===== src/rtl/pong_pkg.sv =====
// Shared types and helpers for the pong score keeper: FSM state codes, BCD width,
// and a binary-to-BCD constant function for building the winning-score compare values.
package pong_pkg;

  localparam int BCD_W = 8;

  localparam logic [1:0] SERVE = 2'd0;
  localparam logic [1:0] PLAY  = 2'd1;
  localparam logic [1:0] WON   = 2'd2;

  // Values 0..99 map to {tens,ones}.
  function automatic logic [BCD_W-1:0] bin_to_bcd(input int unsigned v);
    logic [3:0] tens;
    logic [3:0] ones;
    tens = 4'((v / 10) % 10);
    ones = 4'(v % 10);
    return {tens, ones};
  endfunction

endpackage


===== src/rtl/bcd_counter_2d.sv =====
// Two-digit BCD up-counter; the value updates on the edge after inc or clr.
// clr takes priority over inc, and there is no backpressure.
module bcd_counter_2d
  import pong_pkg::*;
(
  input  logic             clk,
  input  logic             reset_n,
  input  logic             clr,
  input  logic             inc,
  output logic [BCD_W-1:0] bcd
);

  always_ff @(posedge clk or negedge reset_n) begin
    if (!reset_n) begin
      bcd <= '0;
    end else if (clr) begin
      bcd <= '0;
    end else if (inc) begin
      if (bcd[3:0] == 4'd9) begin
        bcd <= {bcd[7:4] + 4'd1, 4'd0};
      end else begin
        bcd <= {bcd[7:4], bcd[3:0] + 4'd1};
      end
    end
  end

endmodule


===== src/rtl/pong_score_keeper.sv =====
// Turns ball-miss edges into BCD scores, win flags and a serve hold-off; all outputs are registered
// and react one cycle after the miss edge. pause freezes scoring and the hold-off; reset_game clears everything.
module pong_score_keeper
  import pong_pkg::*;
#(
  parameter int MAX_SCORE       = 9,
  parameter int SERVE_DELAY_CYC = 50_000_000,
  parameter int CNT_W           = 26
) (
  input  logic             clk,
  input  logic             reset_n,
  input  logic             reset_game,
  input  logic             pause,
  input  logic             left_miss,
  input  logic             right_miss,
  output logic [BCD_W-1:0] left_bcd,
  output logic [BCD_W-1:0] right_bcd,
  output logic             left_score_max,
  output logic             right_score_max,
  output logic             serve_hold,
  output logic             serve_dir,
  output logic             point_tick
);

  // A score equal to PRE_BCD becomes MAX_SCORE on its next point.
  localparam logic [BCD_W-1:0] MAX_BCD  = bin_to_bcd(MAX_SCORE);
  localparam logic [BCD_W-1:0] PRE_BCD  = bin_to_bcd(MAX_SCORE - 1);
  localparam logic [CNT_W-1:0] CNT_LAST = CNT_W'(SERVE_DELAY_CYC - 1);

  logic [1:0]       state;
  logic [1:0]       state_nxt;
  logic [CNT_W-1:0] cnt;
  logic [CNT_W-1:0] cnt_nxt;
  logic             left_q;
  logic             right_q;
  logic             left_rise;
  logic             right_rise;
  logic             play_ev;
  logic             left_pt;
  logic             right_pt;
  logic             both_miss;
  logic             left_max_nxt;
  logic             right_max_nxt;
  logic             dir_nxt;
  logic             tick_nxt;

  assign left_rise  = left_miss & ~left_q;
  assign right_rise = right_miss & ~right_q;

  // right_miss means the left player scored, and vice versa.
  assign play_ev   = (state == PLAY) && !pause && !reset_game;
  assign left_pt   = play_ev && right_rise && !left_rise;
  assign right_pt  = play_ev && left_rise && !right_rise;
  assign both_miss = play_ev && left_rise && right_rise;

  always_ff @(posedge clk or negedge reset_n) begin
    if (!reset_n) begin
      state <= SERVE;
    end else begin
      state <= state_nxt;
    end
  end

  always_comb begin
    state_nxt = state;
    if (reset_game) begin
      state_nxt = SERVE;
    end else begin
      case (state)
        SERVE: if (!pause && cnt == CNT_LAST) state_nxt = PLAY;
        PLAY: begin
          if (both_miss) begin
            state_nxt = SERVE;
          end else if (left_pt) begin
            state_nxt = (left_bcd == PRE_BCD) ? WON : SERVE;
          end else if (right_pt) begin
            state_nxt = (right_bcd == PRE_BCD) ? WON : SERVE;
          end
        end
        WON:     state_nxt = WON;
        default: state_nxt = SERVE;
      endcase
    end
  end

  always_comb begin
    cnt_nxt       = '0;
    tick_nxt      = left_pt | right_pt;
    dir_nxt       = serve_dir;
    left_max_nxt  = left_score_max;
    right_max_nxt = right_score_max;
    if (reset_game) begin
      dir_nxt       = 1'b0;
      left_max_nxt  = 1'b0;
      right_max_nxt = 1'b0;
    end else begin
      if (state == SERVE) begin
        if (pause) begin
          cnt_nxt = cnt;
        end else if (cnt != CNT_LAST) begin
          cnt_nxt = cnt + 1'b1;
        end
      end
      // Serve goes toward the player who just conceded.
      if (left_pt) begin
        dir_nxt      = 1'b1;
        left_max_nxt = (left_bcd == PRE_BCD);
      end else if (right_pt) begin
        dir_nxt       = 1'b0;
        right_max_nxt = (right_bcd == PRE_BCD);
      end
    end
  end

  always_ff @(posedge clk or negedge reset_n) begin
    if (!reset_n) begin
      cnt             <= '0;
      left_q          <= 1'b0;
      right_q         <= 1'b0;
      left_score_max  <= 1'b0;
      right_score_max <= 1'b0;
      serve_hold      <= 1'b1;
      serve_dir       <= 1'b0;
      point_tick      <= 1'b0;
    end else begin
      cnt             <= cnt_nxt;
      left_q          <= left_miss;
      right_q         <= right_miss;
      left_score_max  <= left_max_nxt;
      right_score_max <= right_max_nxt;
      serve_hold      <= (state_nxt != PLAY);
      serve_dir       <= dir_nxt;
      point_tick      <= tick_nxt;
    end
  end

  bcd_counter_2d u_left_cnt (
    .clk     (clk),
    .reset_n (reset_n),
    .clr     (reset_game),
    .inc     (left_pt),
    .bcd     (left_bcd)
  );

  bcd_counter_2d u_right_cnt (
    .clk     (clk),
    .reset_n (reset_n),
    .clr     (reset_game),
    .inc     (right_pt),
    .bcd     (right_bcd)
  );

  // MAX_BCD documents what the registered flags track; it must match bin_to_bcd(MAX_SCORE).
  if (MAX_BCD == '0) begin : g_bad_max
    $error("MAX_SCORE must be in 1..99");
  end

endmodule


===== config.mk =====
export PLATFORM = sky130hd
export DESIGN_NAME = pong_score_keeper
export DESIGN_NICKNAME = d
export VERILOG_FILES = /design/src/rtl/pong_pkg.sv /design/src/rtl/bcd_counter_2d.sv /design/src/rtl/pong_score_keeper.sv
export SDC_FILE = /design/constraint.sdc
export NUM_CORES = 1
export LEC_CHECK = 0
export CAP_MARGIN = 20
export CORE_ASPECT_RATIO = 0.5
export CORE_UTILIZATION = 53
export DETAILED_ROUTE_END_ITERATION = 10
export PLACE_DENSITY_LB_ADDON = 0.05
export SLEW_MARGIN = 20
export SYNTH_ARGS = -nofsm -noshare
export SYNTH_HDL_FRONTEND = slang
export SYNTH_SLANG_ARGS = --single-unit
export TNS_END_PERCENT = 30

===== constraint.sdc =====
create_clock -name clk -period 2.1 [get_ports clk]
set_input_delay 0.42 -clock clk [delete_from_list [all_inputs] [get_ports clk]]
set_output_delay 0.42 -clock clk [all_outputs]
set_load 0.02 [all_outputs]

Yosys cells after proc, flatten, opt, wreduce, memory -nomap -nowiden

Cells that the tools add are included.

Add/sub/neg operators: 5
Reductions and logical operators: 21
Multiplexer cells: 26
Equality and inequality tests: 11
Bitwise logic cells: 5

Operators by type and width:

| kind                                                                    | number |
|---|---|
| 26-bit two-way mux                                                      | 4 |
| 8-bit two-way mux                                                       | 6 |
| 26-bit by 1-bit adder with 26-bit output, second input constant         | 1 |
| 26-bit equality test, second input constant                             | 1 |
| 26-bit inequality test, second input constant                           | 1 |
| 4-bit by 1-bit adder with 4-bit output, second input constant           | 4 |
| 8-bit by 4-bit equality test with 1-bit output, second input constant   | 2 |
| 2-bit two-way mux                                                       | 7 |
| 4-bit equality test, second input constant                              | 2 |
| 1-bit logical AND                                                       | 8 |
| 1-bit two-way mux                                                       | 8 |
| 2-bit nonzero test                                                      | 4 |
| 2-bit one-hot mux with 3 select lines                                   | 1 |
| 2-bit AND reduction                                                     | 3 |
| 1-bit logical NOT                                                       | 4 |
| 3-bit inequality test, second input constant                            | 1 |
| 3-bit nonzero test                                                      | 1 |
| 1-bit bitwise AND                                                       | 2 |
| 2-bit by 1-bit equality test with 1-bit output, second input constant   | 1 |
| 2-bit equality test, second input constant                              | 1 |
| 2-bit logical NOT                                                       | 1 |
| 2-bit by 1-bit inequality test with 1-bit output, second input constant | 1 |
| 2-bit inequality test, second input constant                            | 1 |
| 1-bit inverter                                                          | 2 |
| 1-bit bitwise OR                                                        | 1 |

Bits in registers: 51
Word-level logic and storage cells: 81
Bits of input ports: 6
Output and inout port bits: 21

Depth between registers and ports, before layout

Gate-level depths: netlist of the first run.

Word-level depth: 11
Gate-level depth with buffers: 7
Depth with buffers taken out: 6

Cells and area by module

Synthesis of the first run repeated with hierarchy kept, for this count alone.

Cell total of the unflattened synthesis: 315
Area, all modules: 2930.3 µm²

Modules (own cells, without submodules):

| module            | times used | seq. area each (µm²) | cells each | area an instance (µm²) |
|---|---|---|---|---|
| pong_score_keeper | 1          | 877.1                | 229        | 2052.0 |
| bcd_counter_2d    | 2          | 200.2                | 43         | 439.2 |

Worst setup path before layout of the first run

Ideal clock, no wire load.

Path kind: register -> register
From: register state[1]
To: register u_right_cnt.bcd[5]
Arrival: 1660 ps
Path buffers: 0
Required time: 1975 ps
Setup slack: 316 ps
Period minus slack after synthesis: 1784 ps
Cell stages (with the launch flop): 5
Library setup time: 125 ps
Cell sequence: dfrtp_1 -> or4b_4 -> nor3_4 -> nand2_1 -> mux2_2

Longest elaborated chain between the ends: 7

Ends and longest elaborated chain:

| item                                           | RTL line                | text |
|---|---|---|
| start, declared                                | pong_score_keeper.sv:30 | `logic [1:0] state;` |
| start signal, assigned                         | pong_score_keeper.sv:60 | `state <= state_nxt;` |
| 2-bit by 1-bit equality test with 1-bit output | pong_score_keeper.sv:51 | `assign play_ev = (state == PLAY) && !pause && !reset_game;` |
| 1-bit logical AND (2 in series)                | pong_score_keeper.sv:51 |  |
| 1-bit logical AND (2 in series)                | pong_score_keeper.sv:53 | `assign right_pt = play_ev && left_rise && !right_rise;` |
| 2-bit nonzero test (no line)                   | --                      |  |
| 2-bit AND reduction (no line)                  | --                      |  |
| end signal, assigned                           | bcd_counter_2d.sv:20    | `bcd <= {bcd[7:4] + 4'd1, 4'd0};` |
| end signal, assigned                           | bcd_counter_2d.sv:22    | `bcd <= {bcd[7:4], bcd[3:0] + 4'd1};` |
| end, declared                                  | bcd_counter_2d.sv:10    | `output logic [BCD_W-1:0] bcd` |

Every way passes these cells.
A chain may end at the register's enable or synchronous reset.

Worst setup path in the final report of the first run

From: input pause
To: register u_right_cnt.bcd[2]

Longest elaborated chain between the ends: 6

Ends and longest elaborated chain:

| item                            | RTL line                | text |
|---|---|---|
| start, declared                 | pong_score_keeper.sv:13 | `input logic pause,` |
| 1-bit logical NOT               | pong_score_keeper.sv:51 |  |
| 1-bit logical AND (2 in series) | pong_score_keeper.sv:51 |  |
| 1-bit logical AND (2 in series) | pong_score_keeper.sv:53 |  |
| 2-bit nonzero test (no line)    | --                      |  |

Every way passes these cells.

==> summary.txt, run 1 <==
Status
  • Status: complete, no violations

Routing
  • DR DRC count: 0
  • Initial DRC Count: 102
  • WL/cell: 15.0 um
  • Drt total wl: 6230 um
  • Antenna Nets Post-Route: 0
  • DR vias: 2338
  • Avg Vias per Cell: 5.63
  • First-pass DRT Iterations: 4

GRT
  • First-pass GRT wire length: 10200 um
  • Gr usage total: 0.241
  • Vias in the first global route: 2140
  • Initial antenna violation count: 0
  • GRT Residual Overflow: 0
  • Largest net degree at the start of global routing: 23

STA
  • RSZ-0062 raised after global routing: no
  • Hold_ws: 0.0194 ns
  • Worst-margin pin slew: 0.500 ns
  • Maximum clock rate: 499 MHz
  • Fin. max-slew vios: 0
  • Setup TNS: 0 ns
  • Final Setup Violations: 0
  • Fin crit share: 0.954
  • Clock skew: 0.0112 ns
  • Final worst path period need: 2.00 ns
  • Hold Violations, Final: 0
  • Slew headroom: 0.665

Placement
  • Area post-placement: 3260 um^2
  • HPWL after DPL: 4400 um
  • Final Wtd Congestion: 0.826
  • Input/output buffers: 26

Yosys
  • Dominant cell type by area after synthesis: dfrtp_1
  • Seq/Total Area, Yosys: 0.465
  • Synth Cell Area: 2750 um^2
  • Top-count cell post-synth: dfrtp_1
  • Unique masters post-synth: 44
  • Yosys reg bits: 51
  • Top_reg_cell synth: dfrtp_1
  • Yosys warns: 0
  • Post-synth EDFFs: 0
  • Area contributors post-synth: dfrtp_1, ha_1, nor2_1, xor2_1, nand3_1
  • Synth cell count leaders: dfrtp_1, nor2_1, nand2_1, nand3_1, a21oi_1
  • Yosys top cell area share: 0.455
  • Fraction of registers with async set/reset: 1.00
  • Syn_nets: 309
  • Synthesized area per cell: 9.42 um^2
  • Cells after Synth: 292

Worst setup path
  • CP Data Arrival Time: 2.24 ns
  • Crit Path Max Fanout: 6
  • CP endpoint kind: flip-flop
  • CP Cell Sequence: clkdlybuf4s50_1, or4b_4, nor3_4, nand2_2, or3_1, a21oi_1
  • FF-to-FF setup slack: 0.19 ns
  • Slowest stage cell, crit path: or4b_4
  • CP max stage delay: 0.58 ns
  • Startpoint Class: primary input
  • Critical Path RT: 2.33 ns
  • Crit Path Class: in -> reg

Cells and area
  • Antenna Cells: 0
  • Layout cells sized above 1: 0.130
  • Area grow syn2layout: 23.2%
  • Reg area: 1280 um^2
  • NumNets Final: 361
  • Cell area after layout: 3390 um^2
  • Layout fillers: 410
  • Footprint of the multi-input gates: 1420 um^2

CTS
  • Post-CTS Resized: 0
  • CTS tree: built
  • Sink Count: 51
  • Max Buffers Root-to-Sink: 2
  • Worst-skew pair later-pin latency: 0.31 ns
  • Clock transition at path regs: 0.10 ns
  • H-tree lvl count: 2
  • CTS Buf Count: 5
  • Clock root cell: clkbuf_8
  • Setup bufs post-CTS: 0
  • Cts hold-fix bufs: 0

Power and ir drop
  • Switching power: 0.404 mW
  • Internal power: 1.41 mW
  • Pwr per Cell Area: 534 nW/um^2
  • Max rail drop VDD: 0.334 mV
  • Sequential Power Share: 0.548
  • Final Total Pwr: 1.81 mW
  • Static leakage: 1.44 nW
  • Combinational share of power: 0.051
  • Net Sw Frac: 0.223
  • Clock power frac: 0.400

Floorplanning
  • Core Rows: 18
  • Die Area: 5500 um^2
  • Die Wd: 104 um
  • Starting density of the core: 0.555
  • Die Span Y: 52.9 um
  • I/O pin count: 27
  • CORE AREA: 4950 um^2

Run
  • Max Cap Violations: 0

Min path
  • HP Class: in -> async
[power by group through the flow]
stage | Sequential (mW) | Combinational (mW) | Clock (mW)
CTS | 0.992 | 0.0931 | 0.734
detailed placement | 1.01 | 0.0927 | 0
global route | 0.993 | 0.104 | 0.783
global placement | 1.01 | 0.0904 | 0
floorplan | 1.01 | 0.0344 | 0
finish | 0.992 | 0.0929 | 0.724
[state kept, by name, summed over array words and instances, names as in the netlist]
name	count
state	2
serve_hold	1
cnt	26
u_left_cnt.bcd	8
left_score_max	1
right_score_max	1
u_right_cnt.bcd	8
point_tick	1
right_q	1
left_q	1
serve_dir	1
[worst max-delay path: cells and delay by family]
kind,cells,cell delay (ns)
AOI/OAI and AO/OA,1,0.12
buffers and inverters,1,0.46
and+or+nand+nor,4,1.24
[cell families (layout without fill, tap and decap cells)]
| family | count (synthesis) | after routing | share of synthesized area |
|---|---|---|---|
| xor gates and xnor gates | 22 | 22 | 0.0701 |
| DFF | 51 | 51 | 0.465 |
| muxes | 3 | 3 | 0.0114 |
| and+or+nand+nor | 151 | 151 | 0.304 |
| AOI/OAI and AO/OA | 37 | 37 | 0.0764 |
| buffers and inverters | 17 | 70 | 0.0237 |
| adders and majority gates | 11 | 11 | 0.0500 |
[layer usage]
layer,up-vias,GRT usage,part of all wire
met5,-,0,0
met4,0,0.0524,0.0074
met3,7,0.0493,0.035
met2,44,0.424,0.48
met1,1156,0.315,0.48
li1,1131,-,-
[metrics by stage]
step	util	worst slack, ns	instances
after floorplan	-	0.316	292
after global placement	0.657	-0.188	407
after detailed placement	0.657	-0.217	407
after CTS	0.681	0.0985	415
after global routing	0.684	0.00893	415
final	0.684	0.0968	415
[layout make-up]
cell class	count	area share
clock buffer	6	0.0244
clock inverter	2	0.0103
inverter	11	0.0122
multi-input combinational	224	0.419
sequential	51	0.377
tap	70	0.0259
timing repair buffer	51	0.131
[final timing paths]
check / start / to / cells after the start
min in group clk: u_left_cnt.bcd[3]$_DFFE_PN0P_ / u_left_cnt.bcd[3]$_DFFE_PN0P_ / 1
worst min register to register: u_left_cnt.bcd[3]$_DFFE_PN0P_ / u_left_cnt.bcd[3]$_DFFE_PN0P_ / 1
max in group asynchronous: reset_n / serve_hold$_DFF_PN1_ / 2
worst max-delay path: pause / u_right_cnt.bcd[2]$_DFFE_PN0P_ / 6
worst min-delay path: reset_n / cnt[15]$_DFFE_PN0P_ / 1
worst max register to register: state[1]$_DFF_PN0_ / u_right_cnt.bcd[2]$_DFFE_PN0P_ / 5
[cell usage in the layout (no fill, tap or decap), types with 4 or more instances in the layout]
master and n:
buf_4 25, ha_1 11, nand2_1 25, clkbuf_8 6, nand4_1 11, o21ai_0 9, xnor2_1 7, xor2_1 15
nor2_1 35, inv_1 11, nand3_1 25, nor2b_1 5, clkdlybuf4s50_1 25, dfrtp_1 50, nor3_1 7, a21oi_1 18
nand3b_1 6, and3_1 4
Note: power is estimated with default switching activity, not from simulation.
==> run 2, diff against run 1 <==
- PLACE_DENSITY: not set -> 0.76
- PLACE_DENSITY_LB_ADDON: 0.05 -> not set
==> run 2 against run 1 <==
- first-iteration DRC count grew 24%
- critical path depth shrank 1
- register-to-register slack gained 0.04 ns
- die area is the same
- clock skew shrank 0.0013 ns
- global-route usage shrank 0.96 points
- sequential power is essentially flat
- sequential cell count is the same
- cell count shrank 0.96%
==> summary.txt, run 2 (same netlist as run 1, synthesis figures left out) <==
Floorplanning
  • CORE AREA: 4950 um^2 (unchanged)
  • Die Span Y: 52.9 um (unchanged)
  • Starting density of the core: 0.555 (unchanged)
  • I/O pin count: 27 (unchanged)
  • Die Area: 5500 um^2 (unchanged)
  • Die Wd: 104 um (unchanged)
  • Core Rows: 18 (unchanged)

Routing
  • Antenna Nets Post-Route: 0 (unchanged)
  • Avg Vias per Cell: 5.68 (+0.89%)
  • WL/cell: 14.2 um (-5.4%)
  • Initial DRC Count: 126 (+24%)
  • DR vias: 2336 (-0.086%)
  • DR DRC count: 0 (unchanged)
  • Drt total wl: 5840 um (-6.3%)
  • First-pass DRT Iterations: 4 (unchanged)

Worst setup path
  • Slowest stage cell, crit path: or4b_4
  • CP max stage delay: 0.57 ns (about the same)
  • Crit Path Max Fanout: 6 (unchanged)
  • Crit Path Class: in -> reg
  • FF-to-FF setup slack: 0.23 ns (+0.04 ns)
  • Startpoint Class: primary input
  • Worst r2r path cells: 4 (-1)
  • CP Cell Sequence: clkdlybuf4s50_1, or4b_4, nor3_4, nand2_1, mux2_2
  • R2R Path Start: state[1]$_DFF_PN0_
  • Critical Path RT: 2.31 ns (-0.02 ns)
  • Reg-to-reg endpoint: u_right_cnt.bcd[5]$_DFFE_PN0P_
  • CP bufs+invs: 1 (unchanged)
  • CP Data Arrival Time: 2.16 ns (-0.08 ns)
  • CP endpoint kind: flip-flop
  • Worst path top cell family by delay: simple AND/OR/NAND/NOR gates

Cells and area
  • Area grow syn2layout: 21.4%
  • Commonest cells after routing, fill and taps aside: dfrtp_1, nor2_1, nand2_1, nand3_1, clkdlybuf4s50_1
  • Top reg by flops: cnt
  • Layout fillers: 411 (+0.24%)
  • NumNets Final: 357 (-1.1%)
  • Top flop regs: cnt x26, u_left_cnt.bcd x8, u_right_cnt.bcd x8
  • Layout Cells excl Fill: 411 (-0.96%)
  • Layout cells sized above 1: 0.111 (-0.0190)
  • Most common cell after layout, fill and taps aside: dfrtp_1
  • Antenna Cells: 0 (unchanged)
  • Number of flip-flops under the largest register name: 26 (unchanged)

CTS
  • Clock root cell: clkbuf_8
  • Cts hold-fix bufs: 0 (unchanged)
  • Setup bufs post-CTS: 0 (unchanged)
  • CTS Buf Count: 5 (unchanged)
  • Worst-skew pair later-pin latency: 0.31 ns (about the same)
  • Sink Count: 51 (unchanged)
  • CTS tree: built
  • Max Buffers Root-to-Sink: 2 (unchanged)
  • H-tree lvl count: 2 (unchanged)
  • Clock transition at path regs: 0.09 ns (about the same)

STA
  • Final worst path period need: 1.96 ns (-0.0464 ns)
  • RSZ-0062 raised after global routing: no
  • Fin crit share: 0.932 (-0.0221)
  • Slew headroom: 0.561 (-0.105)
  • Fin. max-slew vios: 0 (unchanged)
  • Setup TNS: 0 ns (unchanged)
  • Maximum clock rate: 511 MHz (+2.4%)
  • Clock skew: 0.00988 ns (-0.00128 ns)
  • Hold_ws: 0.135 ns (+0.116 ns)
  • Final Setup Violations: 0 (unchanged)
  • Hold Violations, Final: 0 (unchanged)
  • Worst-margin pin slew: 0.659 ns (+0.159 ns)

Power and ir drop
  • Pwr per Cell Area: 527 nW/um^2 (-1.4%)
  • Sequential Power Share: 0.564 (+0.016)
  • Max rail drop VDD: 0.280 mV (-16%)
  • Combinational share of power: 0.050 (about the same)
  • Clock power frac: 0.386 (-0.014)
  • Switching power: 0.385 mW (-4.5%)
  • Net Sw Frac: 0.219 (-0.00398)
  • Internal power: 1.37 mW (-2.3%)
  • Static leakage: 1.41 nW (-2.1%)

Run
  • Max Cap Violations: 0 (unchanged)

GRT
  • GRT Residual Overflow: 0 (unchanged)
  • Initial antenna violation count: 0 (unchanged)
  • Largest net degree at the start of global routing: 31 (+35%)
  • Vias in the first global route: 2149 (+0.42%)
  • First-pass GRT wire length: 9840 um (-3.8%)
  • Gr usage total: 0.232 (-0.00958)

Placement
  • Placed cell count: 403 (-0.98%)
  • Final Wtd Congestion: 0.834 (+0.98%)
  • Input/output buffers: 26 (unchanged)
  • HPWL after DPL: 4220 um (-4.3%)

Status
  • Status: complete, no violations

Min path
  • HP Class: in -> async
==> run 2: what timing repair did <==
action | CTS | global route
endpoints found under the setup margin | 0 | 12
endpoints found under the hold margin | 0 | 0
resized for setup | 0 | 1
==> run 2: power groups by stage <==
| stage | clock (mW) | sequential, mW | combinational [mW] |
|---|---|---|---|
| after floorplan | 0 | 1.01 | 0.0344 |
| after global placement | 0 | 1.01 | 0.0876 |
| after detailed placement | 0 | 1.01 | 0.0906 |
| after CTS | 0.697 | 0.991 | 0.0906 |
| after global routing | 0.729 | 0.992 | 0.0989 |
| final | 0.679 | 0.991 | 0.0887 |
==> run 2: worst max-delay path by stage <==
stage | start | to | slack, ns | cells after the start
floorplan | state[1]$_DFF_PN0_ | u_right_cnt.bcd[5]$_DFFE_PN0P_ | 0.32 | 4
global placement | pause | u_right_cnt.bcd[5]$_DFFE_PN0P_ | -0.17 | 5
detailed placement | pause | u_right_cnt.bcd[2]$_DFFE_PN0P_ | -0.20 | 6
CTS | pause | u_right_cnt.bcd[5]$_DFFE_PN0P_ | 0.14 | 5
global route | cnt[10]$_DFFE_PN0P_ | cnt[14]$_DFFE_PN0P_ | 0.04 | 6
finish | pause | u_right_cnt.bcd[5]$_DFFE_PN0P_ | 0.14 | 5
==> run 2: layout make-up <==
class,instances,area (um^2),share of cell area
Clock buffer,7,76.3,0.0229
Clock inverter,1,30.0,0.00899
Inverter,11,41.3,0.0124
Multi-Input combinational cell,224,1410,0.423
Sequential cell,51,1280,0.383
Tap cell,70,87.6,0.0262
Timing Repair Buffer,47,413,0.124
==> run 2: stage by stage <==
step / power (mW) / setup slack (ns) / util / area (um^2)
4_1_cts: 1.78 / 0.142 / 0.673 / 3330
5_1_grt: 1.82 / 0.0440 / 0.674 / 3340
3_3_place_gp: 1.10 / -0.173 / 0.651 / 3230
3_5_place_dp: 1.10 / -0.197 / 0.651 / 3230
2_1_floorplan: 1.04 / 0.316 / - / 2750
6_report: 1.76 / 0.143 / 0.674 / 3340
==> run 2: per-layer routing <==
metal | global-route usage | share of wire | up-vias
met4 | 0.0571 | 0.0096 | 0
met5 | 0 | 0 | -
met2 | 0.423 | 0.50 | 39
met3 | 0.0493 | 0.032 | 5
met1 | 0.288 | 0.46 | 1168
li1 | - | - | 1124
